`src/rtl/lif_array.sv`:
```
// Time-multiplexed LIF neuron array with leak, saturation, adaptive thresholds and refractory hold; optional LIF_SPIKE_COUNT_EN spike counter.
// Latency: tick -> N_NEURONS busy cycles -> one-cycle spike_valid; tick is ignored unless idle.
module lif_array #(
    parameter int N_NEURONS   = 4,
    parameter int W           = 8,
    parameter int DECAY_SHIFT = 3,
    parameter int THR_BASE    = 100,
    parameter int THR_INC     = 16,
    parameter int THR_MAX     = 240,
    parameter int REFRAC      = 2
) (
    input  logic                   clk,
    input  logic                   rst_n,
    input  logic                   tick,
    input  logic                   learn_en,
    input  logic [N_NEURONS*W-1:0] currents,
    output logic                   busy,
    output logic                   spike_valid,
    output logic [N_NEURONS-1:0]   spikes,
    output logic [N_NEURONS*W-1:0] potentials,
    output logic [15:0]            spike_count
);

    localparam int IW = (N_NEURONS > 1) ? $clog2(N_NEURONS) : 1;
    localparam int RW = (REFRAC > 0) ? $clog2(REFRAC + 1) : 1;

    typedef enum logic [1:0] {S_IDLE, S_SCAN, S_DONE} state_t;

    state_t                 r_state;
    logic [IW-1:0]          r_idx;
    logic [N_NEURONS*W-1:0] r_cur;
    logic [W-1:0]           r_pot [N_NEURONS];
    logic [W-1:0]           r_thr [N_NEURONS];
    logic [RW-1:0]          r_ref [N_NEURONS];
    logic [N_NEURONS-1:0]   r_acc;
    logic [N_NEURONS-1:0]   r_spikes;
    logic                   r_busy;
    logic                   r_valid;

    logic [W-1:0]         w_pot, w_thr, w_cur, w_v, w_pot_nxt, w_thr_up, w_thr_dn, w_thr_nxt;
    logic [W:0]           w_sum, w_thr_inc;
    logic [RW-1:0]        w_ref, w_ref_nxt;
    logic                 w_refr, w_fire, w_last;
    logic [N_NEURONS-1:0] w_acc_nxt;

    always_comb begin
        w_pot     = r_pot[r_idx];
        w_thr     = r_thr[r_idx];
        w_ref     = r_ref[r_idx];
        w_cur     = r_cur[r_idx*W +: W];
        w_refr    = (w_ref != '0);
        // Leak never exceeds the potential, so the W+1-bit sum only overflows upward.
        w_sum     = {1'b0, w_pot} - {1'b0, (w_pot >> DECAY_SHIFT)} + {1'b0, w_cur};
        w_v       = w_sum[W] ? {W{1'b1}} : w_sum[W-1:0];
        w_fire    = !w_refr && (w_v >= w_thr);
        w_pot_nxt = (w_refr || w_fire) ? '0 : w_v;
        w_ref_nxt = w_refr ? (w_ref - 1'b1) : (w_fire ? RW'(REFRAC) : '0);
        w_thr_inc = {1'b0, w_thr} + (W+1)'(THR_INC);
        w_thr_up  = (w_thr_inc > (W+1)'(THR_MAX)) ? W'(THR_MAX) : w_thr_inc[W-1:0];
        w_thr_dn  = (w_thr > W'(THR_BASE)) ? (w_thr - 1'b1) : w_thr;
        w_thr_nxt = !learn_en ? w_thr : (w_fire ? w_thr_up : w_thr_dn);
        w_last    = (r_idx == IW'(N_NEURONS - 1));
        w_acc_nxt = r_acc;
        w_acc_nxt[r_idx] = w_fire;
    end

    always_ff @(posedge clk) begin
        if (!rst_n) begin
            r_state  <= S_IDLE;
            r_idx    <= '0;
            r_cur    <= '0;
            r_acc    <= '0;
            r_spikes <= '0;
            r_busy   <= 1'b0;
            r_valid  <= 1'b0;
            for (int i = 0; i < N_NEURONS; i++) begin
                r_pot[i] <= '0;
                r_thr[i] <= W'(THR_BASE);
                r_ref[i] <= '0;
            end
        end else begin
            case (r_state)
                S_IDLE: begin
                    r_valid <= 1'b0;
                    if (tick) begin
                        r_cur   <= currents;
                        r_idx   <= '0;
                        r_busy  <= 1'b1;
                        r_state <= S_SCAN;
                    end
                end
                S_SCAN: begin
                    r_pot[r_idx] <= w_pot_nxt;
                    r_thr[r_idx] <= w_thr_nxt;
                    r_ref[r_idx] <= w_ref_nxt;
                    r_acc        <= w_acc_nxt;
                    if (w_last) begin
                        r_spikes <= w_acc_nxt;
                        r_busy   <= 1'b0;
                        r_valid  <= 1'b1;
                        r_state  <= S_DONE;
                    end else begin
                        r_idx <= r_idx + 1'b1;
                    end
                end
                S_DONE: begin
                    r_valid <= 1'b0;
                    r_state <= S_IDLE;
                end
                default: r_state <= S_IDLE;
            endcase
        end
    end

    assign busy        = r_busy;
    assign spike_valid = r_valid;
    assign spikes      = r_spikes;

    for (genvar g = 0; g < N_NEURONS; g++) begin : g_pot
        assign potentials[g*W +: W] = r_pot[g];
    end

`ifdef LIF_SPIKE_COUNT_EN
    logic [15:0] r_spike_count;
    logic [15:0] w_pop;
    logic [16:0] w_cnt_sum;

    always_comb begin
        w_pop = '0;
        for (int i = 0; i < N_NEURONS; i++) begin
            w_pop = w_pop + 16'(r_spikes[i]);
        end
        w_cnt_sum = {1'b0, r_spike_count} + {1'b0, w_pop};
    end

    always_ff @(posedge clk) begin
        if (!rst_n) begin
            r_spike_count <= '0;
        end else if (r_state == S_DONE) begin
            r_spike_count <= w_cnt_sum[16] ? 16'hFFFF : w_cnt_sum[15:0];
        end
    end

    assign spike_count = r_spike_count;
`else
    assign spike_count = '0;
`endif

endmodule
```
`config.mk`:
```
export PLATFORM = sky130hd
export DESIGN_NAME = lif_array
export DESIGN_NICKNAME = d
export VERILOG_FILES = /design/src/rtl/lif_array.sv
export SDC_FILE = /design/constraint.sdc
export NUM_CORES = 1
export LEC_CHECK = 0
export ABC_AREA = 1
export ABC_CLOCK_PERIOD_IN_PS = 7240
export CORE_MARGIN = 4
export CORE_UTILIZATION = 60
export DETAILED_ROUTE_END_ITERATION = 10
export PLACE_DENSITY_LB_ADDON = 0.1
export SYNTH_ARGS = -nofsm -noshare
export SYNTH_HDL_FRONTEND = slang
export SYNTH_SLANG_ARGS = --single-unit
```
`constraint.sdc`:
```
create_clock -name clk -period 7.24 [get_ports clk]
set_input_delay 1.448 -clock clk [delete_from_list [all_inputs] [get_ports clk]]
set_output_delay 1.448 -clock clk [all_outputs]
set_load 0.02 [all_outputs]
```
==> impl_metrics.toml <==
[pwr]
ir_worst_vdd_mv = 0.184
p_per_area_nw_per_um2 = 289
p_leak_nw = 3.44

[clocking]
ctsHoldBuffers = 0
insertion_delay_ns = 0.53
ctsResizeCount = 0
cts_tree = "yes"
htree_levels = 4
clock_sinks = 119
post-cts-setup-buffer-count = 0
cts_buffers = 17
clkTransAtPathRegs_ns = 0.06
clock_path_buffers = 2
clock-root-buffer = "clkbuf_8"

[worst_hold_path]
worstHoldPathType = "reg -> reg"

[sta]
fmaxAchievable_mhz = 178
setup_viol = 0
fin_setup_tns_ns = 0
timing.hold.ws_ns = 0.466
tightest_slew_ns = 0.982
rsz0062_at_grt = "false"
slew_headroom_pct = 34.4
period_needed_ns = 5.63
drv_slew = 0
final_hold_viol_count = 0
skew_ns = 0.00548
fin_crit_sh_pct = 77.7

[worst_setup_path]
start_kind = "register"
arrival_ns = 5.88
critPathCaptureType = "register"
cpLargestDelayFamily = "simple AND/OR/NAND/NOR gates"
required_ns = 7.49
cp_num_buf_inv = 4
path_cells = "clkinv_1, nand2_1, a32o_1, fa_1, fa_1, o21ai_1, nand2_1, nand3_1, nand2_1, inv_1, nand3_1, ha_1, nand2_1, nor2_1, nand4_1, nand3_1, nand2_2, inv_2, nand3_1, nand2_1, inv_1, nand3_2, nor2_1"
worstSetupPathType = "reg -> reg"
slowest_stage = "dfxtp_1"
critPathMostFrequentCell = "nand2_1"
max_stage_delay_ns = 0.81
worst-path-max-fanout = 22
r2r_slack_ns = 1.61

[final_layout]
multiInputGateArea_sq_um = 2960
nets = 954
drive_gt1_share_pct = 7.80
num_antenna_cells = 0
syn2layout_area_growth_pct = 19.4
final_cells = 1037
seqCellArea_sq_um = 3100
fill_cells = 817

[logic_synthesis]
yosys_warnings = 0
ys_types = 42
synth_compound_area_share_pct = 9.87
yosys.area_share.simple_pct = 26.2
synth_seq_cells = 119
async_reset_ff_share_pct = 0
synth_top_family_by_area = "simple AND/OR/NAND/NOR gates"
synth_edf_count = 72
syn_area_per_cell_sq_um = 8.10
synthXorXnorAreaFrac_pct = 0.660
synth_seq_area_share_pct = 46.8
syn_area_sq_um = 6630
synth_cells = 819
synth_ff_type = "edfxtp_1"
synthAdderAreaFrac_pct = 6.98
synthMuxAreaShare_pct = 0

[global_route]
grt-ovfl-total = 0
grt_use_total_pct = 26.6
grt_max_degree = 46
grt_pass1_wl_mm = 26.7
grt_pass1_vias = 5619
antenna_found_initial = 0

[job]
drv_cap = 0

[routing]
routed_via_density = 5.52
postRouteWirelength_mm = 16.6
drcViolationCount = 0
drtPass1Iterations = 6
ant_nets = 0
via_count = 5722
wl_per_cell_um = 16.0
first_iter_violations = 580

[floorplan]
start_util_pct = 61.2
pin_count = 90
rows = 38
die_y_um = 113
die_area_sq_um = 12800
die_w_um = 113
core_area_sq_um = 10800

[placement]
gp_congestion = 0.928
io_buffers = 73
placed_cells = 1005
hpwl_mm = 11.2

[outcome]
status = "finished clean"
[sequential cells by signal, indices dropped and copies added, names as in the netlist, named ones only]
register	flops
spikes	4
busy	1
r_thr	32
spike_valid	1
r_acc	3
r_state	2
r_ref	8
r_cur	32
r_idx	2
r_pot	32
[final cells by class]
cell class,count,share of cell area (%)
well taps,140,2.21
clock buffers,22,6.45
repair buffers,78,9.70
multi-input cells,579,37.4
clock inverters,10,0.806
flip-flops and latches,119,39.2
inverters,89,4.22
[path summary, 6_finish.rpt]
path | from | endpoint | depth (start not counted)
max | r_idx[0]$_SDFFE_PN0P_ | r_thr[2][0]$_SDFFCE_PN0P_ | 23
min | busy$_SDFFE_PN0P_ | busy$_SDFFE_PN0P_ | 2
max reg2reg | r_idx[0]$_SDFFE_PN0P_ | r_thr[2][0]$_SDFFCE_PN0P_ | 23
min reg2reg | busy$_SDFFE_PN0P_ | busy$_SDFFE_PN0P_ | 2
[Yosys cell counts (all sizes together) (2+ instances only)]
master  count  area share, %
a21oi      37            2.8
a32o       10            1.5
a32oi       5           0.66
buf        34            3.6
clkbuf     13           0.74
clkinv      2           0.11
dfxtp      47             14
edfxtp     72             33
fa          5            1.5
ha         29            5.5
inv        87            4.9
nand2     200             12
nand3      53            4.5
nand4       6           0.57
nor2      149            8.7
o21ai      50            3.8
o21bai      3           0.34
xor2        4           0.53
[worst reg2reg max path, delay by kind of cell, from the launching register on]
family / cells / cell delay (ns)
AO/OA/AOI/OAI: 2 / 0.49
adder cells (fa/ha/maj): 3 / 1.26
flip-flops: 1 / 0.81
buffers and inverters: 4 / 1.11
AND/OR/NAND/NOR: 14 / 1.69
[kinds of logic (layout without fill, tap and decap cells)]
| logic type | count (synthesis) | in the layout |
|---|---|---|
| simple gates | 412 | 412 |
| buf+inv | 136 | 199 |
| flops | 119 | 119 |
| compound gates | 112 | 112 |
| fa+ha+maj | 34 | 34 |
| xor+xnor | 5 | 5 |
| other cells | 1 | 16 |
[where the power goes]
part	switching, mW	internal, mW	leakage [nW]	total [mW]
sequential	0.0242	0.767	1.09	0.791
clock	0.300	0.492	0.286	0.792
combinational	0.456	0.248	2.06	0.704
[stage by stage]
| step | worst slack (ns) | cell area [sq um] | power [mW] | util [%] |
|---|---|---|---|---|
| 2_1_floorplan | 2.86 | 6690 | 1.32 | - |
| 3_3_place_gp | 2.02 | 7340 | 1.47 | 67.7 |
| 3_5_place_dp | 1.76 | 7340 | 1.49 | 67.7 |
| 4_1_cts | 1.70 | 7920 | 2.28 | 73.0 |
| 5_1_grt | 1.11 | 7920 | 2.42 | 73.0 |
| 6_report | 1.61 | 7920 | 2.29 | 73.0 |
[layer usage]
metal	routed length, um	global-route usage (%)
met1	6660	32.9
met2	8060	46.1
met3	1430	5.51
met4	399	9.70
met5	0	0
[placed cells by master, fill, tap and decap left out, types with 3 or more instances in the layout]
master	n
nand2_1	185
nor2_1	145
inv_1	79
clkdlybuf4s50_1	73
edfxtp_1	72
nand3_1	47
dfxtp_1	47
o21ai_0	44
a21oi_1	37
ha_1	29
clkbuf_16	19
conb_1	16
nand2_2	12
a32o_1	10
inv_2	8
o21ai_1	6
nand3_2	6
nand4_1	6
a32oi_1	5
fa_1	5
clkinv_2	5
buf_4	5
xor2_1	4
nand2_4	3
o21bai_1	3
Power figures use the tool's default switching activity.
